===== config.mk =====
export PLATFORM = sky130hd
export DESIGN_NAME = uart_tx
export DESIGN_NICKNAME = d
export VERILOG_FILES = /design/src/rtl/uart_tx.sv
export SDC_FILE = /design/constraint.sdc
export NUM_CORES = 1
export LEC_CHECK = 0
export ABC_AREA = 0
export BUFFER_PORTS_ARGS = -buffer_cell sky130_fd_sc_hd__clkbuf_2
export CAP_MARGIN = 20
export CORE_MARGIN = 10
export CORE_UTILIZATION = 55
export CTS_CLUSTER_DIAMETER = 100
export DETAILED_ROUTE_END_ITERATION = 8
export GPL_TIMING_DRIVEN = 0
export PLACE_DENSITY = 0.75
export SLEW_MARGIN = 10
export SYNTH_ARGS = -nofsm -noshare
export SYNTH_HDL_FRONTEND = slang
export SYNTH_SLANG_ARGS = --single-unit

===== constraint.sdc =====
create_clock -name clk_i -period 3 [get_ports clk_i]
set_clock_uncertainty 0.05 [all_clocks]
set_input_delay 0.6 -clock clk_i [delete_from_list [all_inputs] [get_ports clk_i]]
set_output_delay 0.6 -clock clk_i [all_outputs]
set_load 0.05 [all_outputs]

===== src/rtl/uart_tx.sv =====
// 8N1 UART transmitter fed by a small byte FIFO; tx_o idles high and frames are sent back-to-back.
// Define UART_TX_PARITY_EN to insert an even-parity bit between the data bits and the stop bit.
module uart_tx #(
  parameter int CLK_FREQ_HZ = 50000000,
  parameter int BAUD        = 9600,
  parameter int FIFO_DEPTH  = 8
) (
  input  logic                          clk_i,
  input  logic                          rst_i,
  input  logic [7:0]                    data_i,
  input  logic                          valid_i,
  output logic                          ready_o,
  output logic                          tx_o,
  output logic                          busy_o,
  output logic [$clog2(FIFO_DEPTH):0]   fifo_count_o
);

  localparam int DIV   = CLK_FREQ_HZ / BAUD;
  localparam int CNT_W = (DIV > 2) ? $clog2(DIV) : 1;
  localparam int PTR_W = $clog2(FIFO_DEPTH);

  localparam logic [CNT_W-1:0] BAUD_LAST  = CNT_W'(DIV - 1);
  localparam logic [CNT_W-1:0] BAUD_ONE   = CNT_W'(1);
  localparam logic [PTR_W-1:0] PTR_ONE    = PTR_W'(1);
  localparam logic [PTR_W:0]   COUNT_ONE  = (PTR_W + 1)'(1);
  localparam logic [PTR_W:0]   COUNT_FULL = (PTR_W + 1)'(FIFO_DEPTH);

  generate
    if (DIV < 2) begin : g_div_check
      $error("uart_tx: CLK_FREQ_HZ / BAUD must be at least 2");
    end
    if ((FIFO_DEPTH < 2) || ((FIFO_DEPTH & (FIFO_DEPTH - 1)) != 0)) begin : g_depth_check
      $error("uart_tx: FIFO_DEPTH must be a power of two >= 2");
    end
  endgenerate

  typedef enum logic [2:0] {
    S_IDLE,
    S_START,
    S_DATA,
`ifdef UART_TX_PARITY_EN
    S_PARITY,
`endif
    S_STOP
  } state_t;

  state_t           state_reg, state_next;
  logic [CNT_W-1:0] baud_reg, baud_next;
  logic [2:0]       bit_reg, bit_next;
  logic [7:0]       shift_reg, shift_next;
  logic             tx_reg, tx_next;
  logic             busy_reg, busy_next;
  logic [PTR_W-1:0] rd_ptr_reg, wr_ptr_reg;
  logic [PTR_W:0]   count_reg, count_next;
`ifdef UART_TX_PARITY_EN
  logic             parity_reg, parity_next;
`endif

  logic [7:0] mem [FIFO_DEPTH];
  logic [7:0] head;
  logic       push, load, baud_end;

  assign ready_o      = (count_reg < COUNT_FULL);
  assign push         = valid_i && ready_o;
  assign head         = mem[rd_ptr_reg];
  assign baud_end     = (baud_reg == BAUD_LAST);
  assign tx_o         = tx_reg;
  assign busy_o       = busy_reg;
  assign fifo_count_o = count_reg;

  // FIFO storage has no reset; the pointers alone define its contents.
  always_ff @(posedge clk_i) begin
    if (push) begin
      mem[wr_ptr_reg] <= data_i;
    end
  end

  always_comb begin
    state_next = state_reg;
    baud_next  = baud_reg;
    bit_next   = bit_reg;
    shift_next = shift_reg;
    load       = 1'b0;
`ifdef UART_TX_PARITY_EN
    parity_next = parity_reg;
`endif
    case (state_reg)
      S_IDLE: begin
        if (count_reg != '0) load = 1'b1;
      end
      S_START: begin
        if (baud_end) begin
          baud_next  = '0;
          bit_next   = 3'd0;
          state_next = S_DATA;
        end else begin
          baud_next = baud_reg + BAUD_ONE;
        end
      end
      S_DATA: begin
        if (baud_end) begin
          baud_next  = '0;
          shift_next = {1'b0, shift_reg[7:1]};
          bit_next   = bit_reg + 3'd1;
          if (bit_reg == 3'd7) begin
`ifdef UART_TX_PARITY_EN
            state_next = S_PARITY;
`else
            state_next = S_STOP;
`endif
          end
        end else begin
          baud_next = baud_reg + BAUD_ONE;
        end
      end
`ifdef UART_TX_PARITY_EN
      S_PARITY: begin
        if (baud_end) begin
          baud_next  = '0;
          state_next = S_STOP;
        end else begin
          baud_next = baud_reg + BAUD_ONE;
        end
      end
`endif
      S_STOP: begin
        if (baud_end) begin
          baud_next = '0;
          if (count_reg != '0) load = 1'b1;
          else                 state_next = S_IDLE;
        end else begin
          baud_next = baud_reg + BAUD_ONE;
        end
      end
      default: state_next = S_IDLE;
    endcase

    // Loading from IDLE or from the end of STOP both start a fresh frame.
    if (load) begin
      state_next = S_START;
      baud_next  = '0;
      shift_next = head;
`ifdef UART_TX_PARITY_EN
      parity_next = ^head;
`endif
    end

    tx_next = 1'b1;
    case (state_next)
      S_START:  tx_next = 1'b0;
      S_DATA:   tx_next = shift_next[0];
`ifdef UART_TX_PARITY_EN
      S_PARITY: tx_next = parity_next;
`endif
      default:  tx_next = 1'b1;
    endcase

    count_next = count_reg;
    case ({push, load})
      2'b10:   count_next = count_reg + COUNT_ONE;
      2'b01:   count_next = count_reg - COUNT_ONE;
      default: count_next = count_reg;
    endcase

    busy_next = (state_next != S_IDLE) || (count_next != '0);
  end

  always_ff @(posedge clk_i or posedge rst_i) begin
    if (rst_i) begin
      state_reg  <= S_IDLE;
      baud_reg   <= '0;
      bit_reg    <= 3'd0;
      shift_reg  <= 8'h00;
      tx_reg     <= 1'b1;
      busy_reg   <= 1'b0;
      rd_ptr_reg <= '0;
      wr_ptr_reg <= '0;
      count_reg  <= '0;
`ifdef UART_TX_PARITY_EN
      parity_reg <= 1'b0;
`endif
    end else begin
      state_reg <= state_next;
      baud_reg  <= baud_next;
      bit_reg   <= bit_next;
      shift_reg <= shift_next;
      tx_reg    <= tx_next;
      busy_reg  <= busy_next;
      count_reg <= count_next;
      if (push) wr_ptr_reg <= wr_ptr_reg + PTR_ONE;
      if (load) rd_ptr_reg <= rd_ptr_reg + PTR_ONE;
`ifdef UART_TX_PARITY_EN
      parity_reg <= parity_next;
`endif
    end
  end

endmodule


# ---- Word level (Yosys, flattened, before mapping)
# Memory sizes are Yosys's and may differ from the RTL's.
# Cells that the tools add are included.
dict set report word_totals {
  mem_count 1
  output_inout_bits 7
  word_cells 65
  ram_bits 64
  inputBits 11
  reg_bits 39
}
# memory words word_bits rd rd_clocked_by_memory_dff write_ports line_no
set memory_table {}
lappend memory_table {mem 8 8 1 0 1 59} ;# logic [7:0] mem [FIFO_DEPTH];
dict set report classes {
  reduce_logical 13
  eq_ne 11
  n_addsub 6
  n_mux 23
  magnitude_cmp 1
}
# cell count
set op_table {}
lappend op_table {{13-bit 2-to-1 mux} 3}
lappend op_table {{3-bit 2-to-1 mux} 8}
lappend op_table {{8-bit 2-to-1 mux} 3}
lappend op_table {{13-bit by 1-bit adder with 13-bit output, second input constant} 1}
lappend op_table {{13-bit == test, second input constant} 1}
lappend op_table {{3-bit case mux with 4 select lines} 1}
lappend op_table {{3-bit by 1-bit adder with 3-bit output, second input constant} 3}
lappend op_table {{3-bit by 2-bit == test with 1-bit output, second input constant} 3}
lappend op_table {{4-bit case mux with 2 select lines} 1}
lappend op_table {{2-bit nonzero test} 4}
lappend op_table {{4-bit nonzero test} 2}
lappend op_table {{3-bit by 1-bit == test with 1-bit output, second input constant} 2}
lappend op_table {{3-bit case mux with 2 select lines} 1}
lappend op_table {{4-bit by 1-bit adder with 4-bit output, second input constant} 1}
lappend op_table {{4-bit less-than comparator, second input constant} 1}
lappend op_table {{1-bit 2-to-1 mux} 4}
lappend op_table {{2-bit != test, second input constant} 2}
lappend op_table {{1-bit case mux with 2 select lines} 2}
lappend op_table {{4-bit by 1-bit subtractor with 4-bit output, second input constant} 1}
lappend op_table {{3-bit == test, second input constant} 1}
lappend op_table {{3-bit logical NOT} 1}
lappend op_table {{3-bit AND reduction} 1}
lappend op_table {{3-bit nonzero test} 1}
lappend op_table {{3-bit OR reduction} 1}
lappend op_table {{5 further kinds} 5}

# ---- Depth between registers and ports, before layout
# Gate-level depths: netlist (run 1).
dict set report depth {
  word_depth 8
  mapped_depth 11
  mapped_depth_nobuf 11
}

# ---- Worst setup path before layout (run 1)
# No wires, ideal clock.
dict set report synth_path {
  path_type {flip-flop to flip-flop}
  from {register baud_reg[9]}
  to {register busy_reg (netlist: busy_o)}
  setup_ps 134
  synth_period_minus_slack_ps 3164
  required_ps 2816
  arrival_ps 2980
  slack_ps -164
  stages_incl_launch_ff 12
  path_buffers 1
  path_cell_list {dfrtp_1 > or4b_1 > buf_2 > o41a_2 > nor2_4 > ha_1 > xor2_1 > ha_1 > mux2_2 > nor2_1 > o211ai_1 > nand4bb_1}
}
dict set report synth_via {
  elab_chain_cells 7
  word_cells_on_any_way 14
  cone_classes {eq/ne (3); mux (8); reduce/logical (3)}
}
# item line_no
set synth_rtl {}
lappend synth_rtl {{from (decl)} 48} ;# logic [CNT_W-1:0] baud_reg, baud_next;
lappend synth_rtl {{from (signal assigned)} 184} ;# baud_reg <= baud_next;
lappend synth_rtl {{13-bit == test (*)} 66} ;# assign baud_end = (baud_reg == BAUD_LAST);
lappend synth_rtl {{1-bit 2-to-1 mux (*)} 127} ;# if (baud_end) begin
lappend synth_rtl {{1-bit case mux with 2 select lines (*)} 87} ;# case (state_reg)
lappend synth_rtl {{2-bit by 1-bit == test with 1-bit output / 2-bit == test (equally long branches)} 159} ;# case ({push, load})
lappend synth_rtl {{4-bit case mux with 2 select lines (*)} 159}
lappend synth_rtl {{via count_next[1]} 54} ;# logic [PTR_W:0] count_reg, count_next;
lappend synth_rtl {{4-bit nonzero test (*)} 165} ;# busy_next = (state_next != S_IDLE) || (count_next != '0);
lappend synth_rtl {{1-bit logical OR (*)} 165}
lappend synth_rtl {{via busy_next} 52} ;# logic busy_reg, busy_next;
lappend synth_rtl {{to (signal assigned)} 188} ;# busy_reg <= busy_next;
lappend synth_rtl {{to (decl)} 52}
# The timed path passes the listed nets; every way through them passes the cells marked *.
# A chain may end at the register's enable or synchronous reset.

# ---- Worst setup path after layout (run 1)
# Ends and elaborated chain as after synthesis.

==> impl_metrics.ini, run 1 <==
[route]
wl_per_cell_um = 19.0
dr.max_layer_used = met4
route.met3.wl_um = 445
firstDrtPassIters = 5
vias = 2899
route.detailed.drc = 0
totalWireLength_um = 9000
postRouteAntennaNets = 0
drt_iter0_markers = 196
met2_length_um = 4620
routed_via_density = 6.13
drt-met1-wl_um = 3830

[worst_hold_path]
hold_path_class = primary input to flip-flop
hold_start = data_i[4]

[critical_path]
critPathTopFamily = simple AND/OR/NAND/NOR gates
cp_data_required_time_ns = 3.19
cp-start-kind = flip-flop
slowest_stage = or4b_4
crit_arrival_ns = 3.12
cp_max_fo = 3
crit_start = baud_reg[9]
crit_buf_inv = 0
critPathMaxStageDelay_ns = 0.55
crit_chain = or4b_4, o41a_4, nor2_4, ha_4, xor2_1, ha_1, mux2_4, nor2_1, o211ai_1, nand4bb_1
r2r_slack_ns = 0.07
reg2reg_from = baud_reg[9]
endpoint_kind = flip-flop
criticalPathCategory = flip-flop to flip-flop

[floorplanning]
initial_core_util = 0.566
die_area_um2 = 12600
rows = 33
die_w_um = 112
ios = 18
die_y_um = 112
core_area_um2 = 8260

[synthesis]
synth_compound_area_frac = 0.0958
synth-adder-area-share = 0.0214
async_reset_ff_frac = 0.379
ys.flop_type = edfxtp_1
synthSimpleGateAreaFrac = 0.112
synth-xor-area-share = 0.0187
yosysTopAreaCellShare = 0.411
syn-num-nets = 343
synth.area.mux_share = 0.111
synth.top_cells.by_count = edfxtp_1, dfrtp_1, mux4_2, nor2_1, nand2_1
syn_inst = 324
synth_area_per_cell_um2 = 14.4
ys_ff_latch = 103
synth_edf_count = 64
yosysMostFrequentCell = edfxtp_1
yosysTopAreaCell = edfxtp_1
netlist_top_cells_area = edfxtp_1, dfrtp_1, mux4_2
synth_top_family_by_area = simple AND/OR/NAND/NOR gates
synth_warnings = 0
ys_seq_area_frac = 0.620
syn-cell-area_um2 = 4670
ys_types = 61

[placed_design]
port_buffers = 17
hpwl_um = 5960
globalplace.congestion = 0.814
postPlaceCellArea_um2 = 4940

[pwr]
irDropWorstVdd_mv = 0.598
finalPower_mw = 4.32
pwr_density_cell_nw_per_um2 = 817
leakage_nw = 1.91

[timing]
rsz0062_at_grt = true
setup_viol_count_final = 0
post-route-period-util = 0.977
fin_setup_tns_ns = 0
slew_violations = 0
worstMarginPinSlew_ns = 0.942
relSlewSlack = 0.370
max_freq_ghz = 0.341
hold_viol_final = 0
min_period_ns = 2.93

[cts]
cts.root.buffer_cell = clkbuf_8
clk_pin_slew_ns = 0.12
cts_tree = built
clk_path_buf_depth = 2
htreeDepth = 3
cts_buffers = 9
clock_sinks = 103
clock_latency_ns = 0.37

[final_layout]
largest_register_ffs = 64
antenna_cells = 0
syn_to_final_growth_pct = 13.2
nNetsFinal = 382
drive_gt1_frac = 0.255
fin_area_um2 = 5290

[global_routing]
grt_antenna_before_repair = 0
grt_util_all_layers = 0.141
grt_pass1_vias = 2835
grt_overflow = 0
grt_pass1_wl_um = 14500
grt_max_degree = 37

[outcome]
outcome = completed

[flow_run]
maxCapViolCount = 0
[cells by family after synthesis]
| group | Yosys count |
|---|---|
| other | 1 |
| flip-flops | 103 |
| multiplexers | 31 |
| buffers and inverters | 24 |
| AO/OA/AOI/OAI | 59 |
| AND/OR/NAND/NOR | 88 |
| XOR/XNOR | 10 |
| adder cells (fa/ha/maj) | 8 |
[per-layer routing]
layer  GRT usage  vias to the layer above
met5           0                        -
met4      0.0431                        0
met2       0.236                       72
met3      0.0335                       10
li1            -                     1353
met1       0.179                     1464
[worst paths after layout]
check / endpoint / depth (start not counted)
setup / recovery: busy_o / 10
hold reg to reg: wr_ptr_reg[2] / 1
min in group asynchronous: wr_ptr_reg[1] / 3
hold / removal: mem[3][4] / 1
setup reg to reg: busy_o / 10
max in group asynchronous: tx_o / 4
[cell usage in the layout (no fill, tap or decap), types with 3 or more instances in the layout]
master    synthesis  routed
edfxtp_1         64      64
dfrtp_1          38      36
clkbuf_2          0      17
nor2_1           16      16
mux4_2           16      16
nand2_1          14      14
a21oi_1          13      13
buf_4             0      13
mux2i_1          12      12
o21ai_0          10      10
nand3_1           9       9
clkbuf_8          0       9
nor3_1           10       8
inv_1             9       8
clkbuf_1         10       7
a221o_2           6       6
xnor2_1           6       6
ha_1              8       6
or3_1             5       5
o31ai_1           5       5
nand2b_1          4       4
nand4_1           4       4
xor2_1            4       4
a211o_1           4       4
or4_1             3       3
[what timing repair did]
action	in CTS	in global routing
endpoints found under the setup margin	4	1
pin swaps	8	7
buffers inserted	7	6
hold buffers	0	1
resized for setup	5	5
hold endpoints to repair	0	3
[per-stage QoR]
step / hold slack, ns / std cells / setup WS [ns] / utilization
floorplan: 0.407 / 324 / -0.0664 / -
global placement: 0.428 / 446 / -0.391 / 0.595
detailed placement: 0.412 / 447 / -0.451 / 0.598
CTS: 0.000295 / 470 / -0.0897 / 0.633
global route: 0.431 / 473 / -0.0248 / 0.641
finish: 0.444 / 473 / 0.0686 / 0.641
[report_power, final]
| group | switching (mW) | total [mW] | leakage, nW | internal, mW |
|---|---|---|---|---|
| Clock | 0.572 | 0.925 | 0.110 | 0.353 |
| Sequential | 0.194 | 1.96 | 1.07 | 1.77 |
| Combinational | 0.796 | 1.43 | 0.737 | 0.637 |
[final cells by class]
class                      instances  area [µm²]
timing repair buffer              32         213
fill                             582        2970
tap                              105         131
sequential                       103        2900
buffer                            11        43.8
clock buffer                       9         124
clock inverter                     7        96.3
inverter                           9        33.8
multi-input combinational        197        1750
[worst register-to-register path, cell delays in order (launching register included)]
cell and delay [ns]:
dfrtp_2 0.43, or4b_4 0.55, o41a_4 0.39, nor2_4 0.17, ha_4 0.15, xor2_1 0.14, ha_1 0.24, mux2_4 0.27
nor2_1 0.08, o211ai_1 0.11, nand4bb_1 0.22
Power figures use the tool's default switching activity.
==> run 2: changes to the inputs <==
==> constraint.sdc (replaced) <==
create_clock -name clk_i -period 2.6 [get_ports clk_i]
set_clock_uncertainty 0.05 [all_clocks]
set_input_delay 0.52 -clock clk_i [delete_from_list [all_inputs] [get_ports clk_i]]
set_output_delay 0.52 -clock clk_i [all_outputs]
set_load 0.05 [all_outputs]
==> impl_metrics.ini, run 2 (synthesis results as in run 1) <==
[critical_path]
crit_arrival_ns = 3.11
criticalPathCategory = flip-flop to flip-flop
cp_data_required_time_ns = 2.79
slowest_stage = or4b_4
cp-start-kind = flip-flop
r2r_slack_ns = -0.32
endpoint_kind = flip-flop
critPathMaxStageDelay_ns = 0.56
cp_max_fo = 2
crit_chain = or4b_4, o41a_4, nor2_4, ha_4, xor2_1, ha_1, mux2_4, nor2_2, o211ai_1, nand4bb_1
crit_start = baud_reg[8]
reg2reg_from = baud_reg[8]

[timing]
relSlewSlack = 0.368
setup_viol_count_final = 2
slew_violations = 0
max_freq_ghz = 0.343
post-route-period-util = 1.12
worstMarginPinSlew_ns = 0.944
min_period_ns = 2.92
fin_ws_ns = -0.317
hold_viol_final = 0
rsz0062_at_grt = true

[cts]
clk_pin_slew_ns = 0.12
clock_sinks = 103
cts.root.buffer_cell = clkbuf_8
htreeDepth = 3
clk_path_buf_depth = 2
clock_latency_ns = 0.37
cts_buffers = 9
cts_tree = built

[placed_design]
hpwl_um = 5990
globalplace.congestion = 0.797
post-place-ws_ns = -0.846
port_buffers = 17

[floorplanning]
die_y_um = 112
ios = 18
die_w_um = 112
initial_core_util = 0.566
rows = 33
die_area_um2 = 12600
core_area_um2 = 8260

[worst_hold_path]
hold_path_class = primary input to flip-flop
hold_start = data_i[4]

[pwr]
p_sw_frac = 0.362
irDropWorstVdd_mv = 0.501
internal_power_mw = 3.20
pwr_density_cell_nw_per_um2 = 944
p_clk_frac = 0.210
comb_power_share = 0.337
p_switching_mw = 1.81
seqPwrFrac = 0.453
leakage_nw = 1.92

[route]
vias = 2888
route.detailed.drc = 0
firstDrtPassIters = 4
totalWireLength_um = 9180
routed_via_density = 6.09
postRouteAntennaNets = 0
wl_per_cell_um = 19.4
drt_iter0_markers = 146

[final_layout]
nNetsFinal = 383
drive_gt1_frac = 0.263
largest_register_ffs = 64
antenna_cells = 0
syn_to_final_growth_pct = 13.5
layout_commonest_cell = edfxtp_1
layout_common_cells = edfxtp_1, dfrtp_1, clkbuf_2
finish.utilization = 0.643

[flow_run]
maxCapViolCount = 0

[global_routing]
grt_max_degree = 37
grt_overflow = 0
grt_antenna_before_repair = 0
grt_util_all_layers = 0.149
grt_pass1_vias = 2911
grt_pass1_wl_um = 15100

[outcome]
violations = setup timing
outcome = complete, but fails checks
## run 2: changes by cell type in the layout (fill, tap and decap cells not counted), sizes merged
cell | previous run | this run
clkbuf | 33 | 34
clkinv | 2 | 3
inv | 14 | 13
## run 2: power by group through the flow
stage | Clock [mW] | Combinational, mW | Sequential [mW]
2_1_floorplan | 0 | 1.14 | 2.37
3_3_place_gp | 0 | 1.59 | 2.27
3_5_place_dp | 0 | 1.64 | 2.30
4_1_cts | 1.07 | 1.70 | 2.26
5_1_grt | 1.14 | 1.86 | 2.31
6_report | 1.05 | 1.69 | 2.27
## run 2: worst max-delay path, delay by kind of cell (launching register included)
kind / cells / cell delay, ns
flops: 1 / 0.41
xor+xnor: 1 / 0.14
simple gates: 4 / 1.03
compound gates: 2 / 0.49
fa+ha+maj: 2 / 0.39
mux: 1 / 0.28
## run 2: area by class of cell
cell class	instances	area [µm²]
timing repair buffer	32	213
fill	596	2950
inverter	9	33.8
clock buffer	9	124
buffer	12	48.8
sequential	103	2900
tap	105	131
clock inverter	7	96.3
multi-input combinational	197	1760
## run 2: final timing paths
kind	end	cells past startpoint
hold / removal	mem[7][4]	1
setup / recovery	busy_o	10
max in group asynchronous	tx_o	4
hold reg to reg	wr_ptr_reg[2]	1
min in group asynchronous	wr_ptr_reg[1]	3
setup reg to reg	busy_o	10
## run 2: per-stage QoR
step                instance area [µm²]  hold WS, ns  power (mW)  std cells  TNS (ns)
global placement                   4910        0.428        3.87        446     -4.59
global route                       5310        0.338        5.32        474    -0.784
CTS                                5250        0.343        5.03        472    -0.939
finish                             5310        0.358        5.01        474    -0.361
floorplan                          4700        0.407        3.51        324    -0.829
detailed placement                 4940        0.330        3.94        447     -2.35
## run 2: repair_timing
item | in CTS | in global routing
hold buffers | 1 | 0
setup buffers | 9 | 4
endpoints found under the hold margin | 3 | 0
pin swaps | 8 | 6
gates resized for setup | 5 | 9
setup endpoints to repair | 5 | 5
## run 2: routing by layer
metal,track usage,routed length [µm],up-vias
li1,-,-,1358
met1,0.185,3940,1473
met2,0.255,4840,52
met3,0.0314,349,5
met4,0.0423,51,0
met5,0,0,-
